## src/rtl/aes_trace_sequencer_if.sv

```systemverilog
// Load/busy handshake between the trace sequencer (master) and the AES core (slave).
// Signal names keep the sequencer-side direction suffixes used on the board netlist.
interface aes_trace_sequencer_if;
  logic         aes_load_o;
  logic [127:0] aes_data_o;
  logic         aes_dec_o;
  logic         aes_busy_i;
  logic [127:0] aes_data_i;

  modport master (
    output aes_load_o,
    output aes_data_o,
    output aes_dec_o,
    input  aes_busy_i,
    input  aes_data_i
  );

  modport slave (
    input  aes_load_o,
    input  aes_data_o,
    input  aes_dec_o,
    output aes_busy_i,
    output aes_data_i
  );
endinterface

```

## src/rtl/aes_trace_sequencer.sv

```systemverilog
// Power-analysis trace sequencer: LFSR plaintexts, one framed encryption per trace.
// Define AES_TRACE_ROUNDTRIP_EN to add a decrypt leg that checks each ciphertext.
module aes_trace_sequencer #(
  parameter logic [127:0] SEED       = 128'h00112233445566778899aabbccddeeff,
  parameter int unsigned  GAP_CYCLES = 16,
  parameter int unsigned  TIMEOUT    = 100,
  parameter int unsigned  NUM_TRACES = 0
) (
  input  logic                  clk,
  input  logic                  rst,
  input  logic                  run_i,
  aes_trace_sequencer_if.master aes,
  output logic                  trigger_o,
  output logic [127:0]          ct_o,
  output logic                  done_o,
  output logic [15:0]           count_o,
  output logic                  error_o,
  output logic                  mismatch_o
);

  localparam int TW = (TIMEOUT > 1) ? $clog2(TIMEOUT) : 1;
  localparam logic [TW-1:0] TMAX = TW'(TIMEOUT - 1);
  localparam logic [15:0]   GMAX = 16'(GAP_CYCLES - 1);
  localparam logic [15:0]   NTR  = 16'(NUM_TRACES);

  typedef enum logic [2:0] {
    IDLE,
    LOAD,
    WAIT_ENC,
`ifdef AES_TRACE_ROUNDTRIP_EN
    DLOAD,
    WAIT_DEC,
`endif
    GAP,
    HALT
  } state_t;

  state_t          st;
  logic [127:0]    pt;
  logic [TW-1:0]   tcnt;
  logic [15:0]     gcnt;
  logic            first;
  logic            load_q;
  logic [127:0]    data_q;
  logic            wait_fail;
  logic            wait_done;

  function automatic logic [127:0] lfsr_step(input logic [127:0] v);
    return {v[126:0], v[127] ^ v[125] ^ v[100] ^ v[98]};
  endfunction

  function automatic logic [15:0] sat_inc(input logic [15:0] v);
    return (v == 16'hFFFF) ? v : v + 16'd1;
  endfunction

  // The core must raise busy on the cycle after the load; after that, busy may
  // stay high for at most TIMEOUT cycles in total.
  assign wait_fail = (first && !aes.aes_busy_i) || (aes.aes_busy_i && tcnt == TMAX);
  assign wait_done = !first && !aes.aes_busy_i;

  assign aes.aes_load_o = load_q;
  assign aes.aes_data_o = data_q;

`ifdef AES_TRACE_ROUNDTRIP_EN
  logic dec_q;
  logic mis_q;
  assign aes.aes_dec_o = dec_q;
  assign mismatch_o    = mis_q;
`else
  assign aes.aes_dec_o = 1'b0;
  assign mismatch_o    = 1'b0;
`endif

  always_ff @(posedge clk) begin
    if (rst) begin
      st        <= IDLE;
      pt        <= SEED;
      tcnt      <= '0;
      gcnt      <= '0;
      first     <= 1'b0;
      load_q    <= 1'b0;
      data_q    <= SEED;
      trigger_o <= 1'b0;
      ct_o      <= '0;
      done_o    <= 1'b0;
      count_o   <= '0;
      error_o   <= 1'b0;
`ifdef AES_TRACE_ROUNDTRIP_EN
      dec_q     <= 1'b0;
      mis_q     <= 1'b0;
`endif
    end else begin
      load_q <= 1'b0;
      done_o <= 1'b0;
      case (st)
        IDLE: begin
          if (run_i && !error_o) begin
            if (NUM_TRACES != 0 && count_o == NTR) begin
              st <= HALT;
            end else begin
              st        <= LOAD;
              load_q    <= 1'b1;
              data_q    <= pt;
              trigger_o <= 1'b1;
            end
          end
        end

        LOAD: begin
          st    <= WAIT_ENC;
          tcnt  <= '0;
          first <= 1'b1;
        end

        WAIT_ENC: begin
          first <= 1'b0;
          if (wait_fail) begin
            error_o   <= 1'b1;
            trigger_o <= 1'b0;
            st        <= IDLE;
          end else if (wait_done) begin
            ct_o      <= aes.aes_data_i;
            trigger_o <= 1'b0;
`ifdef AES_TRACE_ROUNDTRIP_EN
            st     <= DLOAD;
            load_q <= 1'b1;
            data_q <= aes.aes_data_i;
            dec_q  <= 1'b1;
`else
            st      <= GAP;
            gcnt    <= '0;
            done_o  <= 1'b1;
            count_o <= sat_inc(count_o);
            pt      <= lfsr_step(pt);
`endif
          end else begin
            tcnt <= tcnt + TW'(1);
          end
        end

`ifdef AES_TRACE_ROUNDTRIP_EN
        DLOAD: begin
          st    <= WAIT_DEC;
          dec_q <= 1'b0;
          tcnt  <= '0;
          first <= 1'b1;
        end

        WAIT_DEC: begin
          first <= 1'b0;
          if (wait_fail) begin
            error_o <= 1'b1;
            st      <= IDLE;
          end else if (wait_done) begin
            if (aes.aes_data_i != pt) mis_q <= 1'b1;
            st      <= GAP;
            gcnt    <= '0;
            done_o  <= 1'b1;
            count_o <= sat_inc(count_o);
            pt      <= lfsr_step(pt);
          end else begin
            tcnt <= tcnt + TW'(1);
          end
        end
`endif

        GAP: begin
          if (gcnt == GMAX) st <= IDLE;
          else              gcnt <= gcnt + 16'd1;
        end

        HALT: st <= HALT;

        default: st <= IDLE;
      endcase
    end
  end

endmodule

```

## src/flat_wrapper.sv

```systemverilog
// flat-port wrapper written by rule: the top's interface ports become plain ports
module aes_trace_sequencer_flat 
#(
  parameter logic [127:0] SEED       = 128'h00112233445566778899aabbccddeeff,
  parameter int unsigned  GAP_CYCLES = 16,
  parameter int unsigned  TIMEOUT    = 100,
  parameter int unsigned  NUM_TRACES = 0
)
  (clk, rst, run_i, trigger_o, ct_o, done_o, count_o, error_o, mismatch_o, aes_aes_load_o, aes_aes_data_o, aes_aes_dec_o, aes_aes_busy_i, aes_aes_data_i);
  aes_trace_sequencer_if aes_i ();
  input  logic clk;
  input  logic rst;
  input  logic run_i;
  output logic trigger_o;
  output logic [127:0] ct_o;
  output logic done_o;
  output logic [15:0] count_o;
  output logic error_o;
  output logic mismatch_o;
  output wire logic [$bits(aes_i.aes_load_o)-1:0] aes_aes_load_o;
  output wire logic [$bits(aes_i.aes_data_o)-1:0] aes_aes_data_o;
  output wire logic [$bits(aes_i.aes_dec_o)-1:0] aes_aes_dec_o;
  input wire logic [$bits(aes_i.aes_busy_i)-1:0] aes_aes_busy_i;
  input wire logic [$bits(aes_i.aes_data_i)-1:0] aes_aes_data_i;
  assign aes_aes_load_o = aes_i.aes_load_o;
  assign aes_aes_data_o = aes_i.aes_data_o;
  assign aes_aes_dec_o = aes_i.aes_dec_o;
  assign aes_i.aes_busy_i = aes_aes_busy_i;
  assign aes_i.aes_data_i = aes_aes_data_i;
  aes_trace_sequencer #(.SEED(SEED), .GAP_CYCLES(GAP_CYCLES), .TIMEOUT(TIMEOUT), .NUM_TRACES(NUM_TRACES)) u_core (.clk(clk), .rst(rst), .run_i(run_i), .aes(aes_i), .trigger_o(trigger_o), .ct_o(ct_o), .done_o(done_o), .count_o(count_o), .error_o(error_o), .mismatch_o(mismatch_o));
endmodule
```

## config.mk

```make
export PLATFORM = sky130hd
export DESIGN_NAME = aes_trace_sequencer_flat
export DESIGN_NICKNAME = d
export VERILOG_FILES = /design/src/rtl/aes_trace_sequencer_if.sv /design/src/rtl/aes_trace_sequencer.sv /design/src/flat_wrapper.sv
export SDC_FILE = /design/constraint.sdc
export NUM_CORES = 1
export LEC_CHECK = 0
export ABC_CLOCK_PERIOD_IN_PS = 2400
export BUFFER_PORTS_ARGS = -buffer_cell sky130_fd_sc_hd__buf_2
export CORE_MARGIN = 2
export CORE_UTILIZATION = 50
export DETAILED_ROUTE_END_ITERATION = 7
export PLACE_DENSITY = 0.76
export SETUP_SLACK_MARGIN = 0.15
export SYNTH_ARGS = -nofsm -noshare
export SYNTH_HDL_FRONTEND = slang
export SYNTH_SLANG_ARGS = --single-unit
```

## constraint.sdc

```tcl
create_clock -name clk -period 2.4 [get_ports clk]
set_input_delay 0.48 -clock clk [delete_from_list [all_inputs] [get_ports clk]]
set_output_delay 0.48 -clock clk [all_outputs]
set_load 0.05 [all_outputs]
```

Yosys cells after proc, flatten, opt, wreduce, memory -nomap -nowiden
Index checks and enable logic that the tools add are counted.
- input bits: 132
- register bits: 431
- word-level logic and storage cells: 77
- output and inout port bits: 278
- equality and inequality tests: 14
- reductions and logical operators: 22
- $add $sub $neg: 3
- bitwise operators: 7
- mux-type cells: 19
- operator list (operator ; number):
    $mux 16 ; 3
    $add 16x1->16 const B ; 2
    $pmux 16 s2 ; 1
    $eq 16x16->1 const B ; 1
    $eq 16x4->1 const B ; 1
    $pmux 3 s5 ; 1
    $mux 7 ; 2
    $pmux 7 s2 ; 1
    $mux 3 ; 4
    $reduce_and 3->1 ; 4
    $reduce_and 4->1 ; 2
    $add 7x1->7 const B ; 1
    $eq 7x7->1 const B ; 1
    $eq 3x2->1 const B ; 2
    $ne 2x1->1 const B ; 3
    $ne 2x2->1 const B ; 3
    $reduce_bool 2->1 ; 3
    $mux 1 ; 5
    $logic_and 1x1->1 ; 4
    $not 1->1 ; 4
    $pmux 1 s2 ; 2
    $reduce_and 2->1 ; 2
    $eq 3x1->1 const B ; 1
    $eq 3x3->1 const B ; 1
    other kinds (7) ; 11

Longest topological paths before layout
- depth in word-level cells: 5
- depth in mapped cells: 8
- gate-level depth less buffers: 6

Least setup slack after synthesis
OpenSTA, ideal clock, no wires.
- kind: flip-flop to flip-flop
- start: register u_core.count_o[12]
- end: register u_core.count_o[1]
- buffers on the path: 0
- stages on the path, launching flop included: 6
- setup slack: 0.396 ns
- arrival time: 1.877 ns
- setup time: 0.128 ns
- data required time: 2.272 ns
- period minus slack after synthesis: 2.004 ns
- path through: dfxtp_1 -> and4_1 -> nand4_1 -> o21ai_0 -> mux2i_1 -> nor2_1
- longest elaborated chain between the ends: 3
- ends and longest elaborated chain (item ; line ; RTL):
    from (decl) ; aes_trace_sequencer.sv:16 ; output logic [15:0] count_o,
    from (signal assigned) ; aes_trace_sequencer.sv:133 ; count_o <= sat_inc(count_o);
    $eq 16x16->1 ; aes_trace_sequencer.sv:53 ; return (v == 16'hFFFF) ? v : v + 16'd1;
    $not 1->1 (no line) ; -- ;
    $reduce_and 4->1 (no line) ; -- ;
No other way between the ends.
A chain may end at the register's enable or synchronous reset.

Worst setup path after layout
- start: register u_core.gcnt[0]
- end: register u_core.gcnt[11]
- longest elaborated chain between the ends: 3
- elaborated cells between the ends (all ways): 6
- those cells by class: add/sub (1); eq/ne (2); mux (2); reduce/logical (1)
- ends and longest elaborated chain (item ; line ; RTL):
    from (decl) ; aes_trace_sequencer.sv:41 ; logic [15:0] gcnt;
    from (signal assigned) ; aes_trace_sequencer.sv:169 ; else gcnt <= gcnt + 16'd1;
    $add 16x1->16 / $eq 16x4->1 (equally long branches) ; aes_trace_sequencer.sv:169, aes_trace_sequencer.sv:168 ;
    $mux 16 / $ne 2x2->1 (equally long branches) ; -- ;
    $pmux 16 s2 / $reduce_and 4->1 (equally long branches) ; -- ;
Several ways; a longest one is shown, not always the timed one. The select of a mux whose other input is x is not followed.

==> results.sh <==
export IMPL_crit_fanout=6
export IMPL_synth_top_flop_cell="dfxtp_1"
export IMPL_status="finished, final reports clean"
export IMPL_cap_violations=0
export IMPL_via_count=14200
export IMPL_core_um2=30700
export IMPL_grt_max_degree=132
export IMPL_globalplace_congestion=0.901
export IMPL_grt_total_usage_pct=23.8
export IMPL_fp_row_count=64
export IMPL_r2r_setup_slack_ps=390
export IMPL_crit_buf_inv=1
export IMPL_die_x_um=181
export IMPL_synth_edf_count=0
export IMPL_io_buffers=407
export IMPL_p_per_area_nw_per_um2=980
export IMPL_synth_warnings=0
export IMPL_finalSetupViolCount=0
export IMPL_syn_avg_cell_area_um2=8.06
export IMPL_grt_ovfl_total=0
export IMPL_peakVddDrop_uv=708
export IMPL_hold_path_depth=3
export IMPL_finalPower_w=0.0191
export IMPL_yosysSeqAreaShare_pct=55.1
export IMPL_yosysTopAreaCellShare_pct=55.1
export IMPL_async_flop_share_pct=0
export IMPL_dieHeight_um=181
export IMPL_fmax_mhz=496
export IMPL_clk_latency_ps=540
export IMPL_slowest_stage="dfxtp_1"
export IMPL_synth_cell_types=49
export IMPL_clk_pin_slew_ps=60
export IMPL_initial_core_util_pct=50.9
export IMPL_cts_tree="done"
export IMPL_areaGrowthSynthToFinish_pct=24.7
export IMPL_wire_per_inst_um=15.2
export IMPL_clock_path_buffers=3
export IMPL_worst_slew_pin_slew_ps=778
export IMPL_slowest_delay_ps=380
export IMPL_die_area_um2=32700
export IMPL_min_from="aes_aes_data_i[0]"
export IMPL_grt_pass1_wl_um=65500
export IMPL_drc=0
export IMPL_synth_top_cell_by_area="dfxtp_1"
export IMPL_layout_commonest_cell="nand2_1"
export IMPL_max_slew_margin_rel_pct=48.1
export IMPL_worstSetupPathType="flop to flop"
export IMPL_finalCritPeriodShare_pct=83.9
export IMPL_dp_hpwl_um=27300
export IMPL_report_final_slew_viol_count=0
export IMPL_min_to="u_core.ct_o[0]"
export IMPL_drt_initial_drc_count=1184
export IMPL_cp_end_kind="flop"
export IMPL_mostFrequentLayoutCells="789 x nand2_1, 431 x dfxtp_1, 406 x buf_2"
export IMPL_cp_cell_sequence="ha_1 > and3_1 > nand4_1 > a21oi_2 > buf_4 > nor3_1 > o2bb2a_1"
export IMPL_ctsRootBufferMaster="clkbuf_16"
export IMPL_cp_arrival_ps=2430
export IMPL_hold_path_class="input pin to flop"
export IMPL_rr_startpoint="u_core.gcnt[0]"
export IMPL_ff2ff_path_depth=7
export IMPL_grt_pass1_vias=13000
export IMPL_netlist_instances=1941
export IMPL_drive_above_1_share_pct=22.1
export IMPL_fin_setup_tns_ps=0
export IMPL_nNetsFinal=2415
export IMPL_ys_ff_latch=431
export IMPL_ant_nets=0
export IMPL_rsz0062_at_grt="no"
export IMPL_wirelength_um=41300
export IMPL_r2r_end="u_core.gcnt[11]"
export IMPL_cp_required_ps=2820
export IMPL_p_leak_nw=8.36
export IMPL_cts_sinks=431
export IMPL_htreeDepth=2
export IMPL_finClkSkew_ps=13.1
export IMPL_antenna_found_initial=1
export IMPL_critPathLaunchType="flop"
export IMPL_ys_top_cells_by_area="dfxtp_1 55%, nand2_1 19%, a21oi_1 9.1%"
export IMPL_path_delay_family="compound AO/OA/AOI/OAI gates"
export IMPL_postCtsHoldBufs=0
export IMPL_syn_cell_area_um2=15700
export IMPL_hold_violations=0
export IMPL_firstDrtPassIters=5
export IMPL_cts_buffers=45
export IMPL_vias_per_cell=5.25
export IMPL_io_pins=410
export IMPL_min_period_ps=2010
==> sequential cells by signal (all words and copies together) (netlist names), 3 cells and up <==
signal	flops
u_core.st	3
u_core.aes.aes_data_o	128
u_core.gcnt	16
u_core.ct_o	128
u_core.tcnt	7
u_core.count_o	16
u_core.pt	128
==> per-stage QoR <==
stage                     std cells  area, um^2  worst slack (ps)  hold WS [ps]  utilization, %
after floorplan                1942       15700               396           442               -
after global placement         2629       18000               387           438            58.4
after detailed placement       2629       18000               322           444            58.4
after CTS                      2712       19500               308           156            63.5
after global routing           2713       19500               157           168            63.5
final                          2713       19500               386           176            63.5
==> cell usage after synthesis, types with 3 or more instances <==
master / instances
a211o_1: 3
a21oi_1: 285
a311oi_1: 4
a31oi_1: 6
a41oi_1: 3
and2_1: 4
and3_1: 9
and4_1: 4
buf_2: 28
buf_4: 4
clkbuf_1: 104
dfxtp_1: 431
ha_1: 3
inv_1: 5
nand2_1: 790
nand2b_1: 5
nand3_1: 10
nand3b_1: 128
nand4_1: 11
nor2_1: 28
nor3_1: 7
nor4_1: 5
o21ai_0: 11
o31ai_1: 3
or3_1: 4
or4_1: 5
xnor2_1: 8
xor2_1: 7
==> logic make-up (layout without fill, tap and decap cells) <==
group	after synthesis	count (layout)	synth area share, %
xor+xnor	15	15	0.839
mux	1	1	0.0639
fa+ha+maj	3	3	0.240
compound gates	326	326	11.0
other cells	1	3	0.0240
flops	431	431	55.1
buf+inv	143	517	3.75
simple gates	1021	1021	28.9
==> area by class of cell <==
class / count / area [um^2]
flip-flops and latches: 431 / 8630
fillers: 2656 / 11200
multi-input cells: 1368 / 6460
repair buffers: 429 / 2360
diodes: 1 / 2.50
inverters: 5 / 18.8
well taps: 396 / 495
clock inverters: 18 / 255
clock buffers: 65 / 1290
==> worst reg2reg max path, cell delays in order, from the launching register on <==
cell	delay, ps
dfxtp_1	380
ha_1	250
and3_1	220
nand4_1	220
a21oi_2	320
buf_4	180
nor3_1	50
o2bb2a_1	270
==> layer usage <==
metal | global-route usage [%] | routed length, um | up-vias | share of wire [%]
li1 | - | - | 7034 | -
met1 | 30.6 | 17600 | 6686 | 43
met2 | 39.5 | 19600 | 429 | 47
met3 | 5.70 | 2860 | 87 | 6.9
met4 | 8.10 | 1290 | 0 | 3.1
met5 | 0 | 0 | - | 0
==> what timing repair did <==
action | CTS | global route
setup endpoints to repair | 0 | 26
setup buffers | 0 | 0
gates resized for setup | 0 | 1
==> power breakdown <==
part           internal [W]  leakage [nW]  switching, W
sequential          0.00776          3.50      0.000391
clock               0.00432         0.759       0.00284
combinational      0.000995          4.10       0.00283
==> worst max-delay path by stage <==
stage / from / end / slack [ps] / cells after the start
2_1_floorplan: u_core.count_o[12] / u_core.count_o[1] / 400 / 5
3_3_place_gp: u_core.st[1] / u_core.ct_o[35] / 390 / 6
3_5_place_dp: u_core.st[1] / u_core.ct_o[114] / 320 / 6
4_1_cts: u_core.st[1] / u_core.ct_o[53] / 310 / 6
5_1_grt: u_core.st[1] / u_core.ct_o[53] / 160 / 6
6_report: u_core.gcnt[0] / u_core.gcnt[11] / 390 / 7
No activity file was read; power rests on OpenSTA's default activity.
